<file path="src/rtl/sub4_serial_if.sv">
// sub4_serial_if: start/busy/done handshake bus; master drives start/a/b/bin, slave returns busy/done/diff/bout
interface sub4_serial_if #(parameter int W = 4);
  logic         start;
  logic [W-1:0] a;
  logic [W-1:0] b;
  logic         bin;
  logic         busy;
  logic         done;
  logic [W-1:0] diff;
  logic         bout;
  modport master (output start, a, b, bin, input busy, done, diff, bout);
  modport slave (input start, a, b, bin, output busy, done, diff, bout);
endinterface

</file>
<file path="src/rtl/sub4_serial.sv">
// sub4_serial: bit-serial LSB-first W-bit subtractor diff=a-b-bin; ports clk, rst (async high), bus (slave: start/a/b/bin in, busy/done/diff/bout out)
module sub4_serial #(parameter int W = 4) (
  input logic         clk,
  input logic         rst,
  sub4_serial_if.slave bus
);
  localparam int CW = $clog2(W);
  typedef enum logic {IDLE, RUN} state_t;
  state_t        state_q;
  logic [CW-1:0] cnt_q;
  logic [W-1:0]  sa_q, sb_q, res_q, diff_q;
  logic          brw_q, bout_q, busy_q, done_q;
  logic          d_bit, brw_d;
  logic [W-1:0]  res_d;
  assign d_bit = sa_q[0] ^ sb_q[0] ^ brw_q;
  assign brw_d = (~sa_q[0] & sb_q[0]) | (~(sa_q[0] ^ sb_q[0]) & brw_q);
  assign res_d = {d_bit, res_q[W-1:1]};
  always_ff @(posedge clk or posedge rst) begin
    if (rst) begin
      state_q <= IDLE;
      cnt_q   <= '0;
      sa_q    <= '0;
      sb_q    <= '0;
      res_q   <= '0;
      diff_q  <= '0;
      brw_q   <= 1'b0;
      bout_q  <= 1'b0;
      busy_q  <= 1'b0;
      done_q  <= 1'b0;
    end else begin
      done_q <= 1'b0;
      if (state_q == IDLE) begin
        if (bus.start) begin
          sa_q    <= bus.a;
          sb_q    <= bus.b;
          brw_q   <= bus.bin;
          cnt_q   <= '0;
          busy_q  <= 1'b1;
          state_q <= RUN;
        end
      end else begin
        sa_q  <= sa_q >> 1;
        sb_q  <= sb_q >> 1;
        brw_q <= brw_d;
        res_q <= res_d;
        cnt_q <= cnt_q + 1'b1;
        if (cnt_q == CW'(W - 1)) begin
          diff_q  <= res_d;
          bout_q  <= brw_d;
          done_q  <= 1'b1;
          busy_q  <= 1'b0;
          state_q <= IDLE;
        end
      end
    end
  end
  assign bus.busy = busy_q;
  assign bus.done = done_q;
  assign bus.diff = diff_q;
  assign bus.bout = bout_q;
endmodule

</file>
<file path="src/flat_wrapper.sv">
// flat-port wrapper written by rule: the top's interface ports become plain ports
module sub4_serial_flat 
#(parameter int W = 4)
  (clk, rst, bus_start, bus_a, bus_b, bus_bin, bus_busy, bus_done, bus_diff, bus_bout);
  sub4_serial_if #(.W(W)) bus_i ();
  input logic clk;
  input logic rst;
  input wire logic [$bits(bus_i.start)-1:0] bus_start;
  input wire logic [$bits(bus_i.a)-1:0] bus_a;
  input wire logic [$bits(bus_i.b)-1:0] bus_b;
  input wire logic [$bits(bus_i.bin)-1:0] bus_bin;
  output wire logic [$bits(bus_i.busy)-1:0] bus_busy;
  output wire logic [$bits(bus_i.done)-1:0] bus_done;
  output wire logic [$bits(bus_i.diff)-1:0] bus_diff;
  output wire logic [$bits(bus_i.bout)-1:0] bus_bout;
  assign bus_i.start = bus_start;
  assign bus_i.a = bus_a;
  assign bus_i.b = bus_b;
  assign bus_i.bin = bus_bin;
  assign bus_busy = bus_i.busy;
  assign bus_done = bus_i.done;
  assign bus_diff = bus_i.diff;
  assign bus_bout = bus_i.bout;
  sub4_serial #(.W(W)) u_core (.clk(clk), .rst(rst), .bus(bus_i));
endmodule
</file>
<file path="config.mk">
export PLATFORM = sky130hd
export DESIGN_NAME = sub4_serial_flat
export DESIGN_NICKNAME = d
export VERILOG_FILES = /design/src/rtl/sub4_serial_if.sv /design/src/rtl/sub4_serial.sv /design/src/flat_wrapper.sv
export SDC_FILE = /design/constraint.sdc
export NUM_CORES = 1
export LEC_CHECK = 0
export ABC_AREA = 1
export BUFFER_PORTS_ARGS = -buffer_cell sky130_fd_sc_hd__buf_2
export CAP_MARGIN = 10
export CORE_MARGIN = 1.5
export CORE_UTILIZATION = 40
export DETAILED_ROUTE_END_ITERATION = 10
export GPL_ROUTABILITY_DRIVEN = 0
export PLACE_DENSITY_LB_ADDON = 0.05
export SLEW_MARGIN = 30
export SYNTH_ARGS = -nofsm -noshare
export SYNTH_HDL_FRONTEND = slang
export SYNTH_SLANG_ARGS = --single-unit
</file>
<file path="constraint.sdc">
create_clock -name clk -period 1.2 [get_ports clk]
set_clock_uncertainty 0.2 [all_clocks]
set_input_delay 0.06 -clock clk [delete_from_list [all_inputs] [get_ports clk]]
set_output_delay 0.06 -clock clk [all_outputs]
set_load 0.02 [all_outputs]
</file>
Yosys cells after proc, flatten, opt, wreduce, memory -nomap -nowiden
Index checks and enable logic that the tools add are counted.
Widths: inputs -> output; s select.
{ "classes": {"add_sub_neg": 1, "n_eq_ne": 2, "mux": 16, "bitwise": 7, "reduce_logical": 3} }
{ "ops": {"columns": ["operator", "count"], "rows": [
  ["$mux 4", 4],
  ["$mux 1", 10],
  ["$mux 2", 2],
  ["$reduce_and 2->1", 2],
  ["$add 2x1->2 const B", 1],
  ["$and 1x1->1", 2],
  ["$eq 2x2->1 const B", 1],
  ["$ne 2x2->1 const B", 1],
  ["$not 1->1", 2],
  ["$reduce_bool 2->1", 1],
  ["$xor 1x1->1", 2],
  ["$or 1x1->1", 1]
]} }
{ "totals": {"reg_bits": 23, "inputBits": 12, "output_inout_bits": 7, "elab_cells": 39} }

Logic depth before layout (Yosys ltp)
Gate-level depths: netlist (run 1).
{ "logic_depth": {"word_depth": 5, "ltp_mapped": 5, "ltp_nobuf": 5} }

Least setup slack after synthesis (run 1)
OpenSTA, ideal clock, no wires.
{ "synth_timing": {"path_type": "reg-to-reg", "from": "register u_core.sb_q[0]", "to": "register u_core.res_q[3]", "setup_time_ns": 0.126, "arrival_ns": 0.977, "required_ns": 0.874, "slack_ns": -0.104, "stages_incl_launch_ff": 5, "path_buffers": 0, "synth_period_minus_slack_ns": 1.304, "cell_sequence": "dfrtp_1 -> inv_1 -> fa_1 -> nand2_1 -> o21ai_0"} }
{ "synth_between": {"elab_chain_cells": 2} }
{ "synth_lines": {"columns": ["element", "line", "source"], "rows": [
  ["start: declaration", "sub4_serial.sv:11", "logic [W-1:0] sa_q, sb_q, res_q, diff_q;"],
  ["start signal: assignment", "sub4_serial.sv:35", "sb_q <= bus.b;"],
  ["start signal: assignment", "sub4_serial.sv:43", "sb_q <= sb_q >> 1;"],
  ["$xor 1x1->1 (2 in series)", "sub4_serial.sv:15", "assign d_bit = sa_q[0] ^ sb_q[0] ^ brw_q;"],
  ["net u_core.d_bit", "sub4_serial.sv:13", "logic d_bit, brw_d;"],
  ["end signal: assignment", "sub4_serial.sv:45", "res_q <= res_d;"],
  ["end: declaration", "sub4_serial.sv:11", null]
]} }
The timed path passes the listed nets, and every way through them passes these cells.
A chain may end at the register's enable or synchronous reset.

Worst setup path in the final report (run 1)
{ "layout_timing": {"from": "register u_core.brw_q", "to": "register u_core.res_q[3]"} }
{ "layout_between": {"elab_chain_cells": 1} }
{ "layout_lines": {"columns": ["element", "line", "source"], "rows": [
  ["start: declaration", "sub4_serial.sv:12", "logic brw_q, bout_q, busy_q, done_q;"],
  ["start signal: assignment", "sub4_serial.sv:36", "brw_q <= bus.bin;"],
  ["start signal: assignment", "sub4_serial.sv:44", "brw_q <= brw_d;"],
  ["$xor 1x1->1", "sub4_serial.sv:15", null],
  ["net u_core.d_bit", "sub4_serial.sv:13", null]
]} }
The timed path passes the listed nets, and every way through them passes these cells.

==> results of run 1 <==
-- layout by cell type, fill, tap and decap left out, drive strengths merged, types with 2 or more instances in the layout --
cell type    count
dfrtp           22
clkbuf           4
nand3           16
dlygate4sd3     11
inv             10
buf             25
nor2             2
o21ai            8
nand2           35
-- routing by layer --
layer,GRT usage [%],vias up,routed length [um]
li1,-,387,-
met1,17.5,361,803
met2,26.3,15,836
met3,5.26,2,72
met4,3.95,0,10
met5,0,-,0
-- per-stage QoR --
step	setup slack, ns	cells
floorplan	-0.0854	100
CTS	-0.138	162
finish	-0.126	164
global placement	-0.0978	145
detailed placement	-0.119	145
global route	-0.184	164
-- sequential cells by signal, summed over array words and instances (netlist names) --
register	count
u_core.res_q	3
u_core.brw_q	1
u_core.sb_q	4
u_core.bus.bout	1
u_core.cnt_q	2
u_core.state_q	1
u_core.sa_q	4
u_core.bus.done	1
u_core.bus.diff	4
u_core.bus.busy	1
-- what timing repair did --
| action | CTS | global route |
|---|---|---|
| pin swaps | 1 | 0 |
| resized for setup | 1 | 3 |
| hold buffers | 11 | 0 |
| gates cloned | 0 | 1 |
| buffers inserted | 2 | 1 |
| setup endpoints to repair | 15 | 17 |
| hold endpoints to repair | 32 | 0 |
-- power by group --
part / total, mW / switching (mW) / leakage (nW) / internal (mW)
sequential: 1.24 / 0.186 / 0.279 / 1.05
combinational: 1.13 / 0.645 / 0.346 / 0.482
clock: 0.406 / 0.221 / 0.0210 / 0.185
total: 2.77 / 1.05 / 0.646 / 1.72
-- worst min-delay path: cells and delay by family --
kind                   cells  cell delay, ns
buffers and inverters      4            0.97
-- layout make-up --
class                   count  area (um^2)
fillers                   237          981
flip-flops and latches     22          551
inverters                  10         40.0
well taps                  28         35.0
multi-input cells          64          317
clock buffers               4         36.3
repair buffers             36          253
-- final timing paths --
kind | startpoint | end | cells past startpoint
worst max-delay path | u_core.brw_q$_DFFE_PP0P_ | u_core.res_q[3]$_DFFE_PP0P_ | 4
min in group clk | u_core.bus.diff[3]$_DFFE_PP0P_ | u_core.bus.diff[3]$_DFFE_PP0P_ | 2
max in group asynchronous | rst | u_core.sa_q[1]$_DFFE_PP0P_ | 4
worst min register to register | u_core.bus.diff[3]$_DFFE_PP0P_ | u_core.bus.diff[3]$_DFFE_PP0P_ | 2
worst max register to register | u_core.brw_q$_DFFE_PP0P_ | u_core.res_q[3]$_DFFE_PP0P_ | 4
worst min-delay path | rst | u_core.res_q[1]$_DFFE_PP0P_ | 4
-- kinds of logic (layout without fill, tap and decap cells) --
logic type | Yosys count | after routing | synth area share [%]
buffers and inverters | 15 | 50 | 9.19
adders and majority gates | 2 | 2 | 3.46
and+or+nand+nor | 52 | 53 | 24.0
DFF | 22 | 22 | 58.6
AOI/OAI and AO/OA | 9 | 9 | 4.79
==> summary.txt, run 1 <==
Outcome
  • Status: finished with violations
  • Failing checks: setup timing

CTS
  • Number of CTS-inserted buffers: 3
  • Sink Count: 22
  • Clk buf depth: 2
  • H-tree levels: 1
  • CTS tree: done
  • CTS root buffer: clkbuf_4
  • Clock slew at reported path FFs: 0.12 ns
  • Clk Latency, worst-skew pair: 0.31 ns

Synth
  • Most common cell in the netlist: nand2_1
  • Gate Count Post-Synth: 100
  • Mapped Nets: 114
  • Main synth FF type: dfrtp_1
  • Leading area contributor after synthesis: dfrtp_1
  • Netlist Area Pre-Place: 940 um^2
  • Synthesized flop and latch total: 22
  • Synth warn: 0
  • Ranking of synthesized cells by area: dfrtp_1 (59%), nand2_1 (13%), nand3_1 (8.5%), o21ai_0 (3.7%), buf_6 (3.6%)
  • Sequential fraction of the synthesis area: 58.6%
  • EDFF count, synth: 0
  • Syn_area_per_cell: 9.40 um^2
  • Top-area cell type share of the netlist area: 58.6%
  • Library cells used by synthesis: 15
  • Async S/R FF share, synth: 100%
  • Most instantiated cells after synthesis: nand2_1 (33), dfrtp_1 (22), nand3_1 (16)

Drt
  • Post-DRT Antenna Nets: 0
  • First-pass DRT Iterations: 4
  • Drt wl/cell: 10.5 um
  • Via density: 4.66
  • Via count: 765
  • Final WL: 1.72 mm
  • DRC: 0
  • Initial DRC Count: 7

Worst setup path
  • CP max FO: 2
  • CP Launch Type: flip-flop
  • Crit-path max cell delay: 0.55 ns
  • Worst path required time: 1.25 ns
  • Flop2flop setup slack: -0.13 ns
  • WS Path Type: flip-flop to flip-flop
  • Critical Path Slowest Stage Cell: fa_1
  • Critical-path cell list: inv_2 > fa_1 > nand2_1 > o21ai_1
  • CP top delay family: adder cells
  • Crit path buffers/inverters: 1
  • Crit. End Element: flip-flop
  • Worst EP arrival: 1.37 ns

Placement
  • DP HPWL: 1.10 mm
  • Port-buffer cells: 18
  • Placed Area: 1050 um^2

STA
  • Crit share post-route: 110%
  • Final Hold Violating Endpoints: 0
  • Final setup viols: 18
  • Final Max Slew Viols: 0
  • Hold_ws: 0.111 ns
  • Max_slew headroom: 73.2%
  • Setup TNS Final: -0.984 ns
  • RSZ-0062 raised after global routing: true
  • Worst Max-Slew Pin Slew: 0.401 ns
  • Minimum clock period: 1.33 ns
  • Setup WS post-layout: -0.126 ns
  • Maximum clock rate: 754 MHz

Global route
  • Vias in the first global route: 683
  • Gr usage total: 15.1%
  • Largest net degree at the start of global routing: 23
  • Total global routing overflow: 0
  • Initial antenna violation count: 0
  • First-pass GRT wire length: 2.90 mm

Finish
  • Area Growth Syn to Fin: 31.0%
  • Fin nets: 151
  • Fraction of layout cells with a size suffix above 1: 26.5%
  • Post-layout util: 55.7%
  • Finished Cell Area: 1230 um^2
  • N_diodes: 0

Floorplan
  • FP Rows: 17
  • Die Y: 51.5 um
  • Initial core utilization: 42.5%
  • Core area: 2210 um^2
  • Total I/O pin count: 19
  • Total Die Area: 2650 um^2
  • Die W: 51.5 um

Power and ir drop
  • VDD IR max: 0.00110 V
  • Power per cell area: 2250 nW/um^2
  • Total power: 2.77 mW
  • Leakage power: 0.646 nW

Flow run
  • Max-cap violations: 0

Hold path
  • Min-Delay Path Class: input port to async pin
Power figures use the tool's default switching activity.
==> run 2: changes to the inputs <==
--- a/config.mk
+++ b/config.mk
@@ -5,7 +5,7 @@
 export SDC_FILE = /design/constraint.sdc
 export NUM_CORES = 1
 export LEC_CHECK = 0
-export ABC_AREA = 1
+export ABC_AREA = 0
 export BUFFER_PORTS_ARGS = -buffer_cell sky130_fd_sc_hd__buf_2
 export CAP_MARGIN = 10
 export CORE_MARGIN = 1.5
==> run 2 against run 1 <==
Effect of this change:
- the run still ends with setup timing left
- first-iteration DRC count rose by 29%
- utilization up 4.7 points
- hold slack worse by 0.098 ns
- die area is 2.9% higher
- final area rose by 10%
- non-clock buffer count grew 5
- via count shrank 11%
- total power grew 16%
- area after synthesis increased by 3.1%
- clock power shrank 19%
- worst setup slack worse by 0.14 ns
- routed wire length grew 3.7%
- critical path type unchanged
- largest cell class unchanged
==> summary.txt, run 2 <==
Outcome
  • Status: finished with violations
  • Failing checks: setup timing

Synth
  • Library cells used by synthesis: 17
  • Most common cell in the netlist: dfrtp_1
  • Synthesized flop and latch total: 22
  • Largest family of logic cells by synthesized area: multiplexers
  • Leading area contributor after synthesis: dfrtp_1
  • Netlist Area Pre-Place: 968 um^2
  • Sequential fraction of the synthesis area: 56.8%
  • Top-area cell type share of the netlist area: 56.8%
  • Post-Synth XOR/XNOR Area: 0%
  • Syn_area_per_cell: 12.9 um^2
  • EDFF count, synth: 0
  • Synth warn: 0
  • Main synth FF type: dfrtp_1
  • Most instantiated cells after synthesis: dfrtp_1 (22), mux2i_1 (11), nand2_1 (7)
  • Ranking of synthesized cells by area: dfrtp_1 (57%), mux2i_1 (11%), mux2_4 (7.8%), buf_6 (3.5%), mux2_2 (3.5%)
  • Post-Synth Adder-Cell Area: 3.36%
  • Async S/R FF share, synth: 100%
  • Multiplexer area fraction after synthesis: 22.6%
  • Post-Synth Simple-Gate Area: 6.07%
  • Mapped Nets: 89
  • Synth Area in Compound Gates: 4.78%
  • Gate Count Post-Synth: 75

Floorplan
  • Total Die Area: 2730 um^2
  • Core area: 2250 um^2
  • Total I/O pin count: 19
  • Initial core utilization: 43.0%
  • FP Rows: 17
  • Die W: 52.2 um
  • Die Y: 52.2 um

Drt
  • Via count: 679
  • First-pass DRT Iterations: 4
  • DRC: 0
  • Drt wl/cell: 12.5 um
  • Via density: 4.75
  • Initial DRC Count: 9
  • Post-DRT Antenna Nets: 0
  • Final WL: 1.79 mm

Global route
  • Initial antenna violation count: 0
  • Total global routing overflow: 0
  • Gr usage total: 15.6%
  • Largest net degree at the start of global routing: 23
  • Vias in the first global route: 716
  • First-pass GRT wire length: 3.07 mm

Placement
  • DP HPWL: 1.07 mm
  • Port-buffer cells: 18
  • Placed Area: 1100 um^2

Hold path
  • Hold Crit Depth: 3
  • Min-Delay Path Class: input port to flip-flop
  • Min-delay src: bus_start
  • Hold endpoint: u_core.sa_q[2]$_DFFE_PP0P_

Finish
  • Area Growth Syn to Fin: 40.4%
  • Fin nets: 131
  • Post-layout util: 60.3%
  • Finished Cell Area: 1360 um^2
  • Fraction of layout cells with a size suffix above 1: 42.6%
  • Most frequent cells in the layout: dfrtp_1 (21), buf_2 (18), mux2i_1 (11), dlygate4sd3_1 (11)
  • Commonest non-fill, non-tap cell in the layout: dfrtp_1
  • N_diodes: 0

Worst setup path
  • WS Path Type: flip-flop to flip-flop
  • CP max FO: 2
  • Worst EP arrival: 1.45 ns
  • RR Startpoint: u_core.brw_q$_DFFE_PP0P_
  • Flop2flop setup slack: -0.26 ns
  • Crit path buffers/inverters: 1
  • Crit-path max cell delay: 0.43 ns
  • Worst path depth: 3
  • Crit. End Element: flip-flop
  • Worst path required time: 1.19 ns
  • CP top delay family: adder cells
  • Cells on worst reg2reg path: 3
  • Reg2reg end: u_core.res_q[3]$_DFFE_PP0P_
  • Critical Path Slowest Stage Cell: fa_2
  • Critical-path cell list: inv_2 > fa_2 > mux2_4
  • CP Launch Type: flip-flop

STA
  • Setup WS post-layout: -0.262 ns
  • Crit share post-route: 122%
  • Max_slew headroom: 80.6%
  • Final setup viols: 10
  • Worst Max-Slew Pin Slew: 0.291 ns
  • Final Hold Violating Endpoints: 0
  • RSZ-0062 raised after global routing: true
  • Minimum clock period: 1.46 ns
  • Final Max Slew Viols: 0
  • Maximum clock rate: 684 MHz

Power and ir drop
  • VDD IR max: 0.00132 V
  • Leakage power: 0.709 nW
  • Power per cell area: 2360 nW/um^2

CTS
  • Sink Count: 22
  • Clk Latency, worst-skew pair: 0.31 ns
  • Clk buf depth: 2
  • Clock slew at reported path FFs: 0.12 ns
  • Number of CTS-inserted buffers: 3
  • H-tree levels: 1
  • CTS tree: done
  • CTS root buffer: clkbuf_4

Flow run
  • Max-cap violations: 0
run 2: per-stage QoR:
step / hold WS, ns / TNS, ns / power [mW] / cells / setup slack, ns
finish: 0.0134 / -1.18 / 3.21 / 143 / -0.262
global route: 0.0144 / -1.51 / 3.46 / 143 / -0.302
CTS: 0.00296 / -1.20 / 3.12 / 141 / -0.263
detailed placement: -0.0887 / -1.46 / 2.47 / 123 / -0.270
global placement: -0.0931 / -1.34 / 2.44 / 123 / -0.253
floorplan: -0.151 / -0.914 / 2.16 / 75 / -0.233
run 2: cell type report:
class / instances / area (um^2)
multi-input cells: 43 / 405
clock buffers: 3 / 22.5
fillers: 208 / 895
well taps: 28 / 35.0
inverters: 6 / 22.5
flip-flops and latches: 22 / 552
repair buffers: 41 / 323
run 2: worst max path at each step:
stage	from	to	slack (ns)
floorplan	u_core.sb_q[0]$_DFFE_PP0P_	u_core.bus.diff[3]$_DFFE_PP0P_	-0.23
global placement	u_core.sb_q[0]$_DFFE_PP0P_	u_core.bus.diff[3]$_DFFE_PP0P_	-0.25
detailed placement	u_core.sb_q[0]$_DFFE_PP0P_	u_core.bus.diff[3]$_DFFE_PP0P_	-0.27
CTS	u_core.sb_q[0]$_DFFE_PP0P_	u_core.res_q[3]$_DFFE_PP0P_	-0.26
global route	u_core.brw_q$_DFFE_PP0P_	u_core.res_q[3]$_DFFE_PP0P_	-0.30
finish	u_core.brw_q$_DFFE_PP0P_	u_core.res_q[3]$_DFFE_PP0P_	-0.26
run 2: cell families after synthesis:
kind of cell               count (synthesis)
DFF                                       22
muxes                                     19
and+or+nand+nor                           13
buffers and inverters                     10
AOI/OAI and AO/OA                          9
adders and majority gates                  2
run 2: worst reg2reg max path: cells and delay by family (launching register included):
family     cells  cell delay, ns
flops          1            0.41
mux            1            0.26
buf+inv        1            0.06
fa+ha+maj      1            0.43
run 2: routing by layer:
layer / GRT usage (%) / share of wire (%) / vias to the layer above
met3: 5.14 / 3.2 / 2
met1: 18.0 / 45 / 335
met4: 5.13 / 0.67 / 0
li1: - / - / 331
met5: 0 / 0 / -
met2: 27.0 / 51 / 11
run 2: power by group:
part	switching [mW]	internal, mW
Combinational	0.656	0.922
Sequential	0.242	1.07
Clock	0.211	0.117
Total	1.11	2.11
run 2: what timing repair did:
item / CTS / global route
endpoints found under the hold margin: 34 / 0
gates resized for setup: 13 / 6
hold buffers: 12 / 0
cloned: 0 / 0
buffers inserted: 3 / 3
setup endpoints to repair: 16 / 15
pin swaps: 2 / 2
==> run 3: changes to the inputs <==
--- a/config.mk
+++ b/config.mk
@@ -8,11 +8,13 @@
 export ABC_AREA = 0
 export BUFFER_PORTS_ARGS = -buffer_cell sky130_fd_sc_hd__buf_2
 export CAP_MARGIN = 10
+export CELL_PAD_IN_SITES_DETAIL_PLACEMENT = 1
+export CELL_PAD_IN_SITES_GLOBAL_PLACEMENT = 2
 export CORE_MARGIN = 1.5
-export CORE_UTILIZATION = 40
+export CORE_UTILIZATION = 31
 export DETAILED_ROUTE_END_ITERATION = 10
 export GPL_ROUTABILITY_DRIVEN = 0
-export PLACE_DENSITY_LB_ADDON = 0.05
+export PLACE_DENSITY_LB_ADDON = 0.1
 export SLEW_MARGIN = 30
 export SYNTH_ARGS = -nofsm -noshare
 export SYNTH_HDL_FRONTEND = slang
==> run 3 against run 2 <==
Effect of this change:
- utilization is 13 points lower
- highest routed layer unchanged
- worst setup slack worse by 0.018 ns
- the run still ends with setup timing left
- total power up 1.0%
==> summary.txt, run 3 (same netlist as run 2, synthesis figures left out) <==
Finish
  • Fraction of layout cells with a size suffix above 1: 41.7%
  • Area Growth Syn to Fin: 45.2%
  • Commonest non-fill, non-tap cell in the layout: dfrtp_1
  • FILL cells: 340
  • N_diodes: 0
  • Most frequent cells in the layout: dfrtp_1 (22), buf_2 (18), dlygate4sd3_1 (14), mux2i_1 (11)
  • Fin nets: 135

STA
  • Final Max Slew Viols: 0
  • Max_slew headroom: 81.0%
  • Final setup viols: 12
  • Setup WS post-layout: -0.280 ns
  • Final Hold Violating Endpoints: 0
  • Hold_ws: 0.00173 ns
  • Crit share post-route: 123%
  • RSZ-0062 raised after global routing: true
  • Minimum clock period: 1.48 ns
  • Maximum clock rate: 676 MHz
  • Worst Max-Slew Pin Slew: 0.285 ns

Floorplan
  • Core area: 3000 um^2
  • Die W: 58.9 um
  • Total I/O pin count: 19
  • FP Rows: 20
  • Die Y: 58.9 um
  • Total Die Area: 3470 um^2
  • Initial core utilization: 32.3%

Power and ir drop
  • VDD IR max: 0.000643 V
  • Leakage power: 0.720 nW
  • Total power: 3.25 mW
  • Power per cell area: 2310 nW/um^2

Worst setup path
  • CP Launch Type: flip-flop
  • Worst EP arrival: 1.48 ns
  • Worst path required time: 1.20 ns
  • WS Path Type: flip-flop to flip-flop
  • CP max FO: 2
  • Crit. End Element: flip-flop

Global route
  • Initial antenna violation count: 0
  • Total global routing overflow: 0
  • Vias in the first global route: 754
  • First-pass GRT wire length: 3.40 mm
  • Gr usage total: 13.7%
  • Largest net degree at the start of global routing: 23

Placement
  • DP HPWL: 1.31 mm
  • Worst slack, placed: -0.305 ns
  • Port-buffer cells: 18

CTS
  • H-tree levels: 1
  • Sink Count: 22
  • Number of CTS-inserted buffers: 3
  • Clk buf depth: 2
  • CTS tree: done
  • CTS root buffer: clkbuf_4
  • Clock slew at reported path FFs: 0.12 ns
  • Clk Latency, worst-skew pair: 0.30 ns

Flow run
  • Max-cap violations: 0

Drt
  • Via density: 4.55
  • Post-DRT Antenna Nets: 0
  • Via count: 696
  • DRC: 0
  • Final WL: 2.06 mm
  • Initial DRC Count: 29
  • First-pass DRT Iterations: 3
  • Drt wl/cell: 13.5 um

Outcome
  • Status: finished with violations
  • Failing checks: setup timing

Hold path
  • Min-Delay Path Class: input port to flip-flop
## run 3: worst paths after layout
kind                                             endpoint                        from  slack (ns)  cells past startpoint
max reg2reg                u_core.bus.diff[3]$_DFFE_PP0P_  u_core.sb_q[0]$_DFFE_PP0P_       -0.28                      3
max in group asynchronous     u_core.bus.busy$_DFFE_PP0P_                         rst        0.46                      4
min reg2reg                    u_core.sb_q[0]$_DFFE_PP0P_  u_core.sb_q[1]$_DFFE_PP0P_        0.30                      2
min                            u_core.sa_q[3]$_DFFE_PP0P_                   bus_start       0.002                      4
min in group asynchronous  u_core.bus.diff[0]$_DFFE_PP0P_                         rst        0.11                      4
max                        u_core.bus.diff[3]$_DFFE_PP0P_  u_core.sb_q[0]$_DFFE_PP0P_       -0.28                      3
## run 3: layout make-up
cell class                      count  area [um^2]  area share (%)
Sequential cell                    22          551            39.1
Clock buffer                        4         36.3            2.58
Tap cell                           33         41.3            2.94
Timing Repair Buffer               45          363            25.8
Multi-Input combinational cell     43          393            27.9
Inverter                            6         22.5            1.60
## run 3: per-stage QoR
| stage | instances | instance area (um^2) | utilization [%] | TNS (ns) |
|---|---|---|---|---|
| floorplan | 75 | 968 | - | -0.914 |
| global placement | 132 | 1150 | 38.3 | -1.17 |
| detailed placement | 132 | 1150 | 38.3 | -1.42 |
| CTS | 148 | 1350 | 44.8 | -1.36 |
| global route | 153 | 1410 | 46.8 | -1.73 |
| finish | 153 | 1410 | 46.8 | -1.25 |
## run 3: where the power goes
group          total, mW  switching (mW)  internal, mW
sequential          1.28           0.222          1.06
clock              0.410           0.225         0.185
combinational       1.55           0.676         0.876
## run 3: worst max-delay path, stage by stage (launching register included)
cell	delay, ns
dfrtp_1	0.41
inv_2	0.06
fa_2	0.43
mux2_4	0.28
## run 3: what timing repair did
action | in CTS | in global routing
setup buffers | 3 | 2
gates resized for setup | 13 | 3
endpoints found under the hold margin | 32 | 1
gates cloned | 0 | 0
pin swaps | 3 | 0
setup endpoints to repair | 14 | 17
hold buffers | 10 | 4
## run 3: routing by layer
| metal | part of all wire [%] | GRT usage [%] | vias up |
|---|---|---|---|
| met4 | 0.82 | 6.82 | 0 |
| met2 | 58 | 25.6 | 10 |
| li1 | - | - | 339 |
| met3 | 2.5 | 2.64 | 2 |
| met5 | 0 | 0 | - |
| met1 | 39 | 14.5 | 345 |
